`src/rtl/host_cmd_engine.sv`:
```
// host_cmd_engine: parses opcode-framed host bytes into register-bus writes
// and reads, streaming read results back on a separate byte channel.
module host_cmd_engine #(
  parameter int DATA_BYTES = 4,
  parameter int TIMEOUT    = 255
) (
  input  logic                    clk,
  input  logic                    reset,
  input  logic                    HOST_RTS,
  input  logic [7:0]              HOST_DATA,
  output logic                    HOST_RTR,
  output logic                    REG_WE,
  output logic                    REG_RE,
  output logic [8*DATA_BYTES-1:0] REG_DATA,
  output logic [3:0]              ENGINE_ID,
  output logic [3:0]              REG_ADDR,
  input  logic [8*DATA_BYTES-1:0] REG_RDATA,
  input  logic                    REG_RVALID,
  output logic                    TX_RTS,
  output logic [7:0]              TX_DATA,
  input  logic                    TX_RTR,
  input  logic                    CLR_ERR,
  output logic                    ERR_OPCODE,
  output logic                    ERR_TIMEOUT
);

  localparam int IW = (DATA_BYTES > 1) ? $clog2(DATA_BYTES) : 1;
  localparam int CW = (TIMEOUT > 1) ? $clog2(TIMEOUT) : 1;
  localparam logic [IW-1:0] LAST_IDX = IW'(DATA_BYTES - 1);
  localparam logic [CW-1:0] LAST_CNT = CW'(TIMEOUT - 1);
  localparam logic [7:0] OP_WRITE = 8'h01;
  localparam logic [7:0] OP_READ  = 8'h02;

  typedef enum logic [2:0] {IDLE, HDR, WDATA, WSTB, RREQ, RWAIT, RSEND} state_t;

  state_t state_reg, state_next;

  logic                    host_rtr_reg;
  logic                    is_read_reg;
  logic [3:0]              engine_id_reg;
  logic [3:0]              reg_addr_reg;
  logic [IW-1:0]           widx_reg;
  logic [IW-1:0]           tidx_reg;
  logic [CW-1:0]           cnt_reg;
  logic                    err_opcode_reg;
  logic                    err_timeout_reg;
  logic [8*DATA_BYTES-1:0] rbuf_flat;

  logic host_xfer;
  logic tx_xfer;
  logic good_op;
  logic bad_op;
  logic rd_hit;
  logic rd_expire;

  // Handshake qualifiers and event decodes shared by FSM and datapath.
  assign host_xfer = HOST_RTS && host_rtr_reg;
  assign tx_xfer   = (state_reg == RSEND) && TX_RTR;
  assign good_op   = (HOST_DATA == OP_WRITE) || (HOST_DATA == OP_READ);
  assign bad_op    = (state_reg == IDLE) && host_xfer && !good_op;
  assign rd_hit    = (state_reg == RWAIT) && REG_RVALID;
  assign rd_expire = (state_reg == RWAIT) && !REG_RVALID && (cnt_reg == LAST_CNT);

  // State register.
  always_ff @(posedge clk) begin
    if (reset) state_reg <= IDLE;
    else       state_reg <= state_next;
  end

  // Next-state decode.
  always_comb begin
    state_next = state_reg;
    case (state_reg)
      IDLE:    if (host_xfer && good_op) state_next = HDR;
      HDR:     if (host_xfer) state_next = is_read_reg ? RREQ : WDATA;
      WDATA:   if (host_xfer && (widx_reg == LAST_IDX)) state_next = WSTB;
      WSTB:    state_next = IDLE;
      RREQ:    state_next = RWAIT;
      RWAIT:   if (rd_hit || rd_expire) state_next = RSEND;
      RSEND:   if (tx_xfer && (tidx_reg == LAST_IDX)) state_next = IDLE;
      default: state_next = IDLE;
    endcase
  end

  // Control registers: host ready, header fields, byte indices, timeout counter, sticky errors.
  always_ff @(posedge clk) begin
    if (reset) begin
      host_rtr_reg    <= 1'b0;
      is_read_reg     <= 1'b0;
      engine_id_reg   <= '0;
      reg_addr_reg    <= '0;
      widx_reg        <= '0;
      tidx_reg        <= '0;
      cnt_reg         <= '0;
      err_opcode_reg  <= 1'b0;
      err_timeout_reg <= 1'b0;
    end else begin
      host_rtr_reg <= (state_next == IDLE) || (state_next == HDR) || (state_next == WDATA);
      if ((state_reg == IDLE) && host_xfer && good_op)
        is_read_reg <= (HOST_DATA == OP_READ);
      if ((state_reg == HDR) && host_xfer) begin
        engine_id_reg <= HOST_DATA[7:4];
        reg_addr_reg  <= HOST_DATA[3:0];
        widx_reg      <= '0;
      end
      if ((state_reg == WDATA) && host_xfer)
        widx_reg <= widx_reg + 1'b1;
      if (state_reg == RREQ) begin
        cnt_reg  <= '0;
        tidx_reg <= '0;
      end
      if ((state_reg == RWAIT) && !REG_RVALID)
        cnt_reg <= cnt_reg + 1'b1;
      if (tx_xfer)
        tidx_reg <= tidx_reg + 1'b1;
      // A set in the same cycle as a clear keeps the flag high.
      err_opcode_reg  <= bad_op    ? 1'b1 : (CLR_ERR ? 1'b0 : err_opcode_reg);
      err_timeout_reg <= rd_expire ? 1'b1 : (CLR_ERR ? 1'b0 : err_timeout_reg);
    end
  end

  // One byte lane per payload byte: write word assembly and read response buffer.
  for (genvar gi = 0; gi < DATA_BYTES; gi++) begin : g_lane
    logic [7:0] wbyte_reg;
    logic [7:0] rbyte_reg;

    // Capture this lane's host payload byte, and the read data or all-ones on timeout.
    always_ff @(posedge clk) begin
      if (reset) begin
        wbyte_reg <= '0;
        rbyte_reg <= '0;
      end else begin
        if ((state_reg == WDATA) && host_xfer && (widx_reg == IW'(gi)))
          wbyte_reg <= HOST_DATA;
        if (rd_hit)
          rbyte_reg <= REG_RDATA[8*gi +: 8];
        else if (rd_expire)
          rbyte_reg <= 8'hFF;
      end
    end

    assign REG_DATA[8*gi +: 8]  = wbyte_reg;
    assign rbuf_flat[8*gi +: 8] = rbyte_reg;
  end

  // Response byte select; the index only moves on a TX transfer so the byte holds under backpressure.
  always_comb begin
    TX_DATA = 8'h00;
    for (int i = 0; i < DATA_BYTES; i++)
      if (tidx_reg == IW'(i)) TX_DATA = rbuf_flat[8*i +: 8];
  end

  assign HOST_RTR    = host_rtr_reg;
  assign REG_WE      = (state_reg == WSTB);
  assign REG_RE      = (state_reg == RREQ);
  assign TX_RTS      = (state_reg == RSEND);
  assign ENGINE_ID   = engine_id_reg;
  assign REG_ADDR    = reg_addr_reg;
  assign ERR_OPCODE  = err_opcode_reg;
  assign ERR_TIMEOUT = err_timeout_reg;

endmodule

```
`config.mk`:
```
export PLATFORM = sky130hd
export DESIGN_NAME = host_cmd_engine
export DESIGN_NICKNAME = d
export VERILOG_FILES = /design/src/rtl/host_cmd_engine.sv
export SDC_FILE = /design/constraint.sdc
export NUM_CORES = 1
export LEC_CHECK = 0
export BUFFER_PORTS_ARGS = -buffer_cell sky130_fd_sc_hd__buf_2
export CAP_MARGIN = 20
export CORE_UTILIZATION = 47
export DETAILED_ROUTE_END_ITERATION = 10
export PLACE_DENSITY = 0.79
export RECOVER_POWER = 100
export SLEW_MARGIN = 20
export SYNTH_ARGS = -nofsm -noshare
export SYNTH_HDL_FRONTEND = slang
export SYNTH_SLANG_ARGS = --single-unit
```
`constraint.sdc`:
```
create_clock -name clk -period 1.42 [get_ports clk]
set_input_delay 0.284 -clock clk [delete_from_list [all_inputs] [get_ports clk]]
set_output_delay 0.284 -clock clk [all_outputs]
set_load 0.05 [all_outputs]
```
# After elaboration in Yosys (flattened, before gate mapping)
# Cells that the tools add are included.
# word_totals
regBits	91
latchBits	0
ramBits	0
rom_bits	0
inputBits	46
out_inout_bits	54
wordCells	96
mem_count	0
# classes
addsub	3
n_mul	0
div	0
order_cmp	0
n_eq_ne	17
shift	0
mux	25
bitwise_logic	0
reduce_logical	33
# op_table
cell	count
2-to-1 mux 8 bit	11
2-to-1 mux 3 bit	6
case mux 3 bit (6 select lines)	1
logical AND 1 bit	17
nonzero test 2 bit	6
== test 3 x 2 -> 1 bit, second input constant	3
== test 3 bit, second input constant	3
adder 8 x 1 -> 8 bit, second input constant	1
== test 2 bit, second input constant	4
== test 8 x 1 -> 1 bit, second input constant	1
== test 8 x 2 -> 1 bit, second input constant	1
== test 8 bit, second input constant	1
2-to-1 mux 2 bit	4
== test 3 x 1 -> 1 bit, second input constant	2
zero test 3 bit	2
adder 2 x 1 -> 2 bit, second input constant	2
== test 2 x 1 -> 1 bit, second input constant	2
zero test 2 bit	2
logical OR 1 bit	4
2-to-1 mux 1 bit	3
zero test 1 bit	2

# Logic depth before layout (Yosys ltp)
# Gate-level depths: netlist of the first run.
# logic_depth
depth_word	9
mapped_depth	7
depth_no_buf	6

# Worst setup path after synthesis of the first run
# OpenSTA, ideal clock, no wires.
# synth_timing
kind	register to output
startpoint	register tidx_reg[1]
endpoint	output TX_DATA[5]
arrival_ns	2.257
t_required_ns	1.136
setup_slack_ns	-1.121
path_stages_with_launch	8
n_path_buf	1
cell_sequence	dfxtp_1 inv_1 ha_1 clkbuf_1 nand3b_1 a21oi_1 a21oi_1 o21ai_0
# synth_via
elab_chain_cells	5
word_cells_on_any_way	8
classes_between	eq/ne (3); mux (4); reduce/logical (1)
# synth_lines
element	line_no	source
start, declared	43	logic [IW-1:0] tidx_reg;
start signal, assigned	115	tidx_reg <= tidx_reg + 1'b1;
zero test 2 bit	150	if (tidx_reg == IW'(i)) TX_DATA = rbuf_flat[8*i +: 8];
2-to-1 mux 8 bit (3 in a row)	150	
2-to-1 mux 8 bit *	150	
end, declared	20	output logic [7:0] TX_DATA,
# Mark *: on every way between the ends. The rest lies on a longest branch, timed or not.

# Final worst setup path of the first run
# layout_timing
startpoint	register tidx_reg[1]
endpoint	output TX_DATA[0]
# Same word-level chain as after synthesis.

==> impl_metrics.py, run 1 <==
metrics = {
    "sta": {
        "hold_ws_ns": 0.192,
        "final-hold-violation-count": 0,
        "period_share_pct": 144,
        "period_needed_ns": 2.04,
        "worst_pin_slew_ns": 0.348,
        "rsz0062_at_grt": "yes",
        "tns_ns": -17.37,
        "relSlewSlack_pct": 76.8,
        "finalSetupViolations": 94,
        "fin_ws_ns": -0.624,
        "slew_violations": 0,
        "max_freq_mhz": 489,
        "finClkSkew_ns": 0.0113,
    },
    "cts": {
        "cts_tree": "yes",
        "root_buffer": "clkbuf_8",
        "clock-sinks": 91,
        "cts_max_level": 3,
        "hold_buffers": 0,
        "path_clk_slew_ns": 0.09,
        "clock_path_buffers": 2,
        "clk_latency_ns": 0.35,
        "cts_buffers": 9,
    },
    "power": {
        "seqPwrFrac_pct": 53.9,
        "switching_share_pct": 22.4,
        "internal_power_w": 0.00366,
        "total_power_w": 0.00472,
        "combinationalPowerShare_pct": 5.2,
        "clkPwrFrac_pct": 40.9,
        "switching_power_w": 0.00106,
        "vdd_drop_max_uv": 613,
        "leakage_nw": 2.80,
        "p_per_area_nw_per_um2": 757,
    },
    "logic_synthesis": {
        "synth.distinct_cells": 38,
        "synth_fp_nets": 502,
        "yosys_warnings": 0,
        "post-synth-top-count-cell": "dfxtp_1",
        "synth_common_cells": "dfxtp_1, nor2_1, nand2_1",
        "yosys.area.top_type": "dfxtp_1",
        "synth_area_sq_um": 3840,
        "yosys_register_bits": 91,
        "synthFlopType": "dfxtp_1",
        "yosysSeqAreaShare_pct": 47.5,
        "synth.top_cell.area_share_pct": 47.5,
        "yosys-top-cells-area": "dfxtp_1, mux2i_1, nor2_1",
        "syn_area_per_cell_sq_um": 8.60,
        "synthArstFlopShare_pct": 0,
        "synth-edff-count": 0,
        "synthCells": 446,
    },
    "die": {
        "start_util_pct": 49.1,
        "io_pins": 100,
        "die_area_sq_um": 8530,
        "coreArea_sq_um": 7810,
        "rows": 32,
        "dieWidth_um": 92.3,
        "die_h_um": 92.3,
    },
    "grt": {
        "grt_max_degree": 40,
        "overflow": 0,
        "grt_pass1_vias": 3980,
        "antenna_found_initial": 1,
        "grt_pass1_wl_um": 19300,
        "grt_usage_pct": 29.0,
    },
    "worst_setup_path": {
        "cp-end-kind": "output port",
        "crit_path_max_fanout": 9,
        "setup.worst_path.start_class": "register",
        "r2r_cells": 8,
        "critical-path-max-stage-delay_ns": 0.37,
        "regToRegStartpoint": "state_reg[1]",
        "worst-setup-path-type": "reg2out",
        "cpMaxStageDelayCell": "dfxtp_4",
        "path_depth": 7,
        "crit_family": "compound AO/OA/AOI/OAI gates",
        "cpMostUsedCell": "a21oi_2",
        "crit_chain": "inv_4 -> ha_4 -> nand3b_1 -> a21oi_2 -> a21oi_2 -> o21ai_4 -> buf_6",
        "worst-path-buf-inv": 2,
        "arrival_ns": 1.76,
        "r2r-end": "g_lane[1].rbyte_reg[1]",
        "r2r_slack_ns": -0.27,
        "cp.required_ns": 1.14,
    },
    "worst_hold_path": {
        "min_from": "REG_RDATA[4]",
        "hold_end": "g_lane[0].rbyte_reg[4]",
        "hold_path_depth": 3,
        "hold_path.class": "in2reg",
    },
    "routing": {
        "drt_first_pass_iters": 4,
        "dr.first_iter.drc_count": 128,
        "drc": 0,
        "num_vias": 4005,
        "ant_nets": 0,
        "routed_wl_um": 13500,
        "route.detailed.wl_per_inst_um": 19.3,
        "viasPerCell": 5.74,
    },
    "layout": {
        "drive_gt1_share_pct": 51.9,
        "synthToLayoutAreaGrowth_pct": 62.7,
        "final_nets": 648,
    },
    "job": {
        "cap_violations": 0,
    },
    "placement": {
        "routabilityCongestion": 0.857,
        "hpwl_um": 7090,
        "numPortBuffers": 99,
    },
    "run_status": {
        "violations": "negative setup slack",
        "status": "complete, but fails checks",
    },
}
## final cells by class
cell class	count	area, sq um
Clock inverter	4	73.8
Clock buffer	10	138
Inverter	10	46.3
Timing Repair Buffer	168	1420
Sequential cell	91	1840
Fill cell	456	1570
Multi-Input combinational cell	312	2590
Tap cell	102	128
Antenna cell	1	2.50
## routing by layer
layer  vias to the layer above  global-route usage [%]  part of all wire [%]
met4                         0                    14.1                   4.9
met3                        57                    6.16                   5.9
met1                      1919                    30.2                    36
met2                       186                    54.7                    53
li1                       1843                       -                     -
met5                         -                       0                     0
## kinds of logic after synthesis
family | synth area share (%)
XOR/XNOR | 0.457
adder cells (fa/ha/maj) | 3.26
AND/OR/NAND/NOR | 20.6
buffers and inverters | 5.06
AO/OA/AOI/OAI | 14.2
flip-flops | 47.5
multiplexers | 8.94
## timing repair
item	in CTS	in global routing
gates cloned	5	3
pin swaps	26	41
setup buffers	18	9
setup endpoints to repair	67	98
resized for setup	113	95
## worst max path at each step
stage,start,end,slack (ns)
after floorplan,tidx_reg[1],TX_DATA[5],-0.23
after CTS,tidx_reg[1],TX_DATA[0],-0.52
after global routing,tidx_reg[1],TX_DATA[0],-0.67
after global placement,tidx_reg[0],TX_DATA[1],-0.28
after detailed placement,tidx_reg[0],TX_DATA[5],-0.35
final,tidx_reg[1],TX_DATA[0],-0.62
## power groups by stage
stage	logic, W	clock network, W	registers [W]
2_1_floorplan	0.0000624	0	0.00262
3_3_place_gp	0.000204	0	0.00261
3_5_place_dp	0.000207	0	0.00261
4_1_cts	0.000219	0.00191	0.00255
5_1_grt	0.000257	0.00205	0.00255
6_report	0.000243	0.00193	0.00255
## cells in the final DEF, fill, tap and decap left out, types with 3 or more instances in the layout
| master | n |
|---|---|
| o21ai_1 | 3 |
| buf_4 | 28 |
| o22ai_4 | 8 |
| nand3b_1 | 9 |
| o22ai_2 | 23 |
| dfxtp_1 | 84 |
| a21oi_2 | 22 |
| nand2_4 | 9 |
| nor2_1 | 73 |
| buf_12 | 11 |
| ha_1 | 5 |
| nand3_1 | 7 |
| nand4_1 | 3 |
| nor3_4 | 4 |
| nand3_2 | 4 |
| nand2_2 | 4 |
| buf_2 | 45 |
| nand3_4 | 4 |
| buf_16 | 3 |
| buf_6 | 32 |
| dfxtp_4 | 5 |
| nor2_4 | 5 |
| clkbuf_2 | 43 |
| o21ai_4 | 8 |
| mux2i_1 | 32 |
| nor2_2 | 5 |
| inv_1 | 6 |
| nand2_1 | 33 |
| a21oi_1 | 14 |
| ha_4 | 3 |
| clkbuf_8 | 10 |
| buf_8 | 4 |
## through the flow
step / instances / setup slack [ns] / util (%) / area (sq um)
after floorplan: 446 / -0.233 / - / 4090
after global placement: 654 / -0.280 / 62.0 / 4840
after detailed placement: 654 / -0.354 / 62.0 / 4840
after CTS: 691 / -0.525 / 74.5 / 5820
after global routing: 698 / -0.667 / 79.9 / 6240
final: 698 / -0.624 / 79.9 / 6240
## tightest hold or removal path, cell delays in order
cell	delay (ns)
buf_2	0.08
o22ai_2	0.07
nor2_1	0.07
Power figures use the tool's default switching activity.
==> inputs of run 2 (changes only) <==
--- a/config.mk
+++ b/config.mk
@@ -5,11 +5,12 @@
 export SDC_FILE = /design/constraint.sdc
 export NUM_CORES = 1
 export LEC_CHECK = 0
-export BUFFER_PORTS_ARGS = -buffer_cell sky130_fd_sc_hd__buf_2
+export BUFFER_PORTS_ARGS = -buffer_cell sky130_fd_sc_hd__clkbuf_2
 export CAP_MARGIN = 20
+export CORE_ASPECT_RATIO = 0.75
 export CORE_UTILIZATION = 47
 export DETAILED_ROUTE_END_ITERATION = 10
-export PLACE_DENSITY = 0.79
+export PLACE_DENSITY = 0.75
 export RECOVER_POWER = 100
 export SLEW_MARGIN = 20
 export SYNTH_ARGS = -nofsm -noshare
==> impl_metrics.py, run 2 (same netlist as run 1, synthesis figures left out) <==
metrics = {
    "run_status": {
        "status": "complete, but fails checks",
        "violations": "negative setup slack",
    },
    "layout": {
        "post-route-util_pct": 80.3,
        "final_nets": 648,
        "nFillCells": 462,
        "final_common_cell": "clkbuf_2",
        "synthToLayoutAreaGrowth_pct": 65.1,
        "final_cell_mix": "clkbuf_2, dfxtp_1, nor2_1",
        "diodes": 0,
        "drive_gt1_share_pct": 52.9,
    },
    "worst_setup_path": {
        "cp.required_ns": 1.14,
        "setup.worst_path.start_class": "register",
        "regToRegStartpoint": "state_reg[0]",
        "worst-setup-path-type": "reg2out",
        "cpMaxStageDelayCell": "dfxtp_2",
        "cp-startpoint": "tidx_reg[1]",
        "cpMostUsedCell": "a21oi_2",
        "critical-path-max-stage-delay_ns": 0.38,
        "cp-end-kind": "output port",
        "arrival_ns": 1.78,
        "crit_path_max_fanout": 16,
        "crit_chain": "inv_4 -> ha_4 -> nand3b_1 -> a21oi_2 -> a21oi_2 -> o21ai_4 -> buf_8",
    },
    "routing": {
        "routed_wl_um": 13200,
        "dr.first_iter.drc_count": 161,
        "viasPerCell": 5.64,
        "drc": 0,
        "ant_nets": 0,
        "drt_first_pass_iters": 5,
        "route.detailed.wl_per_inst_um": 18.8,
        "num_vias": 3957,
    },
    "grt": {
        "grtUsageMet1_pct": 33.1,
        "grt_util_met3_pct": 8.12,
        "grt_max_degree": 45,
        "use_met2_pct": 49.3,
        "grt_usage_pct": 28.0,
        "antenna_found_initial": 0,
        "grt_pass1_wl_um": 18500,
        "overflow": 0,
        "grt_pass1_vias": 3809,
        "busiest_layer": "met2",
    },
    "sta": {
        "finalSetupViolations": 88,
        "finClkSkew_ns": 0.00861,
        "period_needed_ns": 2.06,
        "fin_ws_ns": -0.644,
        "max_freq_mhz": 485,
        "period_share_pct": 145,
        "slew_violations": 0,
        "relSlewSlack_pct": 74.9,
        "final-hold-violation-count": 0,
        "rsz0062_at_grt": "yes",
        "worst_pin_slew_ns": 0.373,
    },
    "die": {
        "rows": 28,
        "die_area_sq_um": 8530,
        "die_h_um": 80.2,
        "io_pins": 100,
        "dieWidth_um": 106,
        "coreArea_sq_um": 7880,
        "start_util_pct": 48.7,
    },
    "cts": {
        "clk_latency_ns": 0.36,
        "cts_buffers": 9,
        "root_buffer": "clkbuf_8",
        "clock-sinks": 91,
        "path_clk_slew_ns": 0.09,
        "hold_buffers": 0,
        "clock_path_buffers": 2,
        "cts_tree": "yes",
        "cts_max_level": 3,
    },
    "power": {
        "vdd_drop_max_uv": 610,
        "leakage_nw": 2.79,
        "p_per_area_nw_per_um2": 749,
    },
    "placement": {
        "routabilityCongestion": 0.796,
        "hpwl_um": 7050,
        "post-place-ws_ns": -0.357,
        "numPortBuffers": 99,
    },
    "worst_hold_path": {
        "hold_path.class": "in2reg",
        "min_from": "REG_RDATA[28]",
    },
    "job": {
        "cap_violations": 0,
    },
}
run 2: cell types whose count changed in the layout (fill, tap and decap cells not counted), sizes merged:
cell,previous run,this run
clkinv,1,2
inv,10,9
buf,123,78
clkbuf,55,102
diode,1,0
run 2: final timing paths:
kind,to,slack (ns),cells past startpoint
worst min register to register,REG_ADDR[1],0.47,2
worst min-delay path,g_lane[3].rbyte_reg[4],0.20,3
worst max register to register,g_lane[3].rbyte_reg[6],-0.27,10
worst max-delay path,TX_DATA[5],-0.64,7
run 2: critical path: cells and delay by family (launching register included):
family          cells  cell delay [ns]
fa+ha+maj           1             0.20
simple gates        1             0.21
buf+inv             2             0.22
compound gates      3             0.42
flops               1             0.38
run 2: report_power, final:
part | leakage (nW) | internal [W] | switching, W
sequential | 0.738 | 0.00255 | 0.00000257
clock | 0.111 | 0.00104 | 0.000909
combinational | 1.94 | 0.0000898 | 0.000151
total | 2.79 | 0.00368 | 0.00106
run 2: layout make-up:
| type | count | area [sq um] | area share, % |
|---|---|---|---|
| Clock inverter | 4 | 73.8 | 1.17 |
| Timing Repair Buffer | 168 | 1460 | 23.0 |
| Sequential cell | 91 | 1840 | 29.0 |
| Inverter | 10 | 43.8 | 0.691 |
| Clock buffer | 12 | 145 | 2.29 |
| Multi-Input combinational cell | 312 | 2640 | 41.7 |
| Tap cell | 105 | 131 | 2.07 |
run 2: per-stage QoR:
stage	hold slack, ns	TNS (ns)	std cells	total power (W)	area (sq um)
finish	0.200	-14.73	702	0.00474	6330
global route	0.186	-20.90	702	0.00490	6330
detailed placement	0.451	-4.81	657	0.00282	4880
CTS	0.181	-6.80	692	0.00473	5820
global placement	0.445	-3.37	657	0.00281	4880
floorplan	0.420	-1.37	446	0.00269	4090
run 2: routing by layer:
layer	routed length, um	share of wire [%]
met1	5280	40
met2	6660	50
met3	952	7.2
met4	317	2.4
met5	0	0
run 2: timing repair:
item / CTS / global route
gates resized for setup: 98 / 109
hold endpoints to repair: 0 / 0
gates cloned: 6 / 2
pin swaps: 35 / 58
endpoints found under the setup margin: 53 / 97
setup buffers: 13 / 15
==> inputs of run 3 (changes only) <==
--- a/config.mk
+++ b/config.mk
@@ -8,6 +8,7 @@
 export BUFFER_PORTS_ARGS = -buffer_cell sky130_fd_sc_hd__clkbuf_2
 export CAP_MARGIN = 20
 export CORE_ASPECT_RATIO = 0.75
+export CORE_MARGIN = 2
 export CORE_UTILIZATION = 47
 export DETAILED_ROUTE_END_ITERATION = 10
 export PLACE_DENSITY = 0.75
==> impl_metrics.py, run 3 (same netlist as run 1, synthesis figures left out) <==
metrics = {
    "power": {
        "seqPwrFrac_pct": 55.6,
        "switching_power_w": 0.00108,
        "switching_share_pct": 23.6,
        "internal_power_w": 0.00350,
        "combinationalPowerShare_pct": 5.1,
        "vdd_drop_max_uv": 655,
        "p_per_area_nw_per_um2": 741,
        "clkPwrFrac_pct": 39.3,
        "leakage_nw": 2.72,
    },
    "grt": {
        "grt_pass1_wl_um": 18300,
        "grt_pass1_vias": 3795,
        "overflow": 0,
        "antenna_found_initial": 0,
        "grt_usage_pct": 26.4,
        "grt_max_degree": 43,
    },
    "sta": {
        "finClkSkew_ns": 0.0150,
        "fin_ws_ns": -0.633,
        "slew_violations": 0,
        "final-hold-violation-count": 0,
        "period_share_pct": 145,
        "rsz0062_at_grt": "yes",
        "max_freq_mhz": 487,
        "worst_pin_slew_ns": 0.498,
        "period_needed_ns": 2.05,
        "finalSetupViolations": 92,
        "relSlewSlack_pct": 66.8,
        "tns_ns": -12.75,
    },
    "layout": {
        "final_cell_area_sq_um": 6170,
        "synthToLayoutAreaGrowth_pct": 60.9,
        "final_nets": 649,
        "final_common_cell": "clkbuf_2",
        "fin_cells": 703,
        "drive_gt1_share_pct": 52.7,
        "diodes": 0,
        "final_cell_mix": "clkbuf_2, dfxtp_1, nor2_1",
    },
    "placement": {
        "post-place-ws_ns": -0.389,
        "routabilityCongestion": 0.832,
        "numPortBuffers": 99,
        "dp_cells": 652,
        "hpwl_um": 7090,
        "dpl_cell_area_sq_um": 4850,
    },
    "cts": {
        "path_clk_slew_ns": 0.10,
        "clk_latency_ns": 0.37,
        "cts_buffers": 9,
        "cts_tree": "yes",
        "hold_buffers": 0,
        "clock_path_buffers": 2,
        "cts_max_level": 3,
        "root_buffer": "clkbuf_8",
        "clock-sinks": 91,
    },
    "die": {
        "rows": 28,
        "dieWidth_um": 108,
        "die_h_um": 82.2,
        "die_area_sq_um": 8910,
        "coreArea_sq_um": 7920,
        "io_pins": 100,
        "start_util_pct": 48.5,
    },
    "worst_hold_path": {
        "hold_path_depth": 3,
        "min_from": "REG_RDATA[21]",
        "hold_end": "g_lane[2].rbyte_reg[5]",
        "hold_path.class": "in2reg",
    },
    "worst_setup_path": {
        "setup.worst_path.start_class": "register",
        "arrival_ns": 1.77,
        "worst-setup-path-type": "reg2out",
        "r2r_slack_ns": -0.17,
        "r2r-end": "cnt_reg[3]",
        "r2r_cells": 8,
        "regToRegStartpoint": "state_reg[1]",
        "crit_path_max_fanout": 16,
        "cp.required_ns": 1.14,
        "cp-end-kind": "output port",
    },
    "routing": {
        "drc": 0,
        "drt_first_pass_iters": 4,
        "viasPerCell": 5.64,
        "ant_nets": 0,
        "routed_wl_um": 13000,
        "route.detailed.wl_per_inst_um": 18.5,
        "dr.first_iter.drc_count": 209,
        "num_vias": 3965,
    },
    "run_status": {
        "status": "complete, but fails checks",
        "violations": "negative setup slack",
    },
    "job": {
        "cap_violations": 0,
    },
}
[run 3: through the flow]
step | utilization, % | power, W | hold slack [ns]
global placement | 61.3 | 0.00281 | 0.443
detailed placement | 61.3 | 0.00281 | 0.450
finish | 78.0 | 0.00458 | 0.182
global route | 78.0 | 0.00472 | 0.180
floorplan | - | 0.00269 | 0.420
CTS | 71.3 | 0.00456 | 0.171
[run 3: how the worst max path moves through the flow]
stage,startpoint,end,depth (start not counted)
after floorplan,tidx_reg[1],TX_DATA[5],7
after global placement,tidx_reg[0],TX_DATA[6],7
after detailed placement,tidx_reg[0],TX_DATA[1],7
after CTS,tidx_reg[0],TX_DATA[7],7
after global routing,tidx_reg[1],TX_DATA[2],7
final,tidx_reg[1],TX_DATA[2],7
[run 3: what timing repair did]
item,CTS,global route
pin swaps,19,60
setup endpoints to repair,78,101
gates cloned,3,4
buffers inserted,20,24
resized for setup,85,123
[run 3: final cells by class]
type                       instances  area (sq um)
inverter                          10          41.3
clock buffer                      10           138
sequential                        91          1850
fill                             493          1740
clock inverter                     6          62.6
timing repair buffer             169          1430
multi-input combinational        312          2530
tap                              105           131
[run 3: power groups by stage]
stage	clock, W	sequential [W]	combinational (W)
finish	0.00180	0.00255	0.000233
global route	0.00193	0.00255	0.000246
CTS	0.00180	0.00255	0.000205
detailed placement	0	0.00261	0.000198
global placement	0	0.00261	0.000196
floorplan	0	0.00262	0.0000624
[run 3: worst max-delay path, cell delays in order, from the launching register on]
cell      delay [ns]
dfxtp_2         0.35
inv_2           0.06
ha_4            0.21
nand3b_1        0.23
a21oi_2         0.20
a21oi_2         0.06
o21ai_4         0.14
buf_8           0.16
[run 3: routing by layer]
| layer | wire length (um) | track usage (%) |
|---|---|---|
| met5 | 0 | 0 |
| met4 | 306 | 9.23 |
| met3 | 878 | 7.54 |
| met2 | 6530 | 46.0 |
| met1 | 5300 | 31.5 |
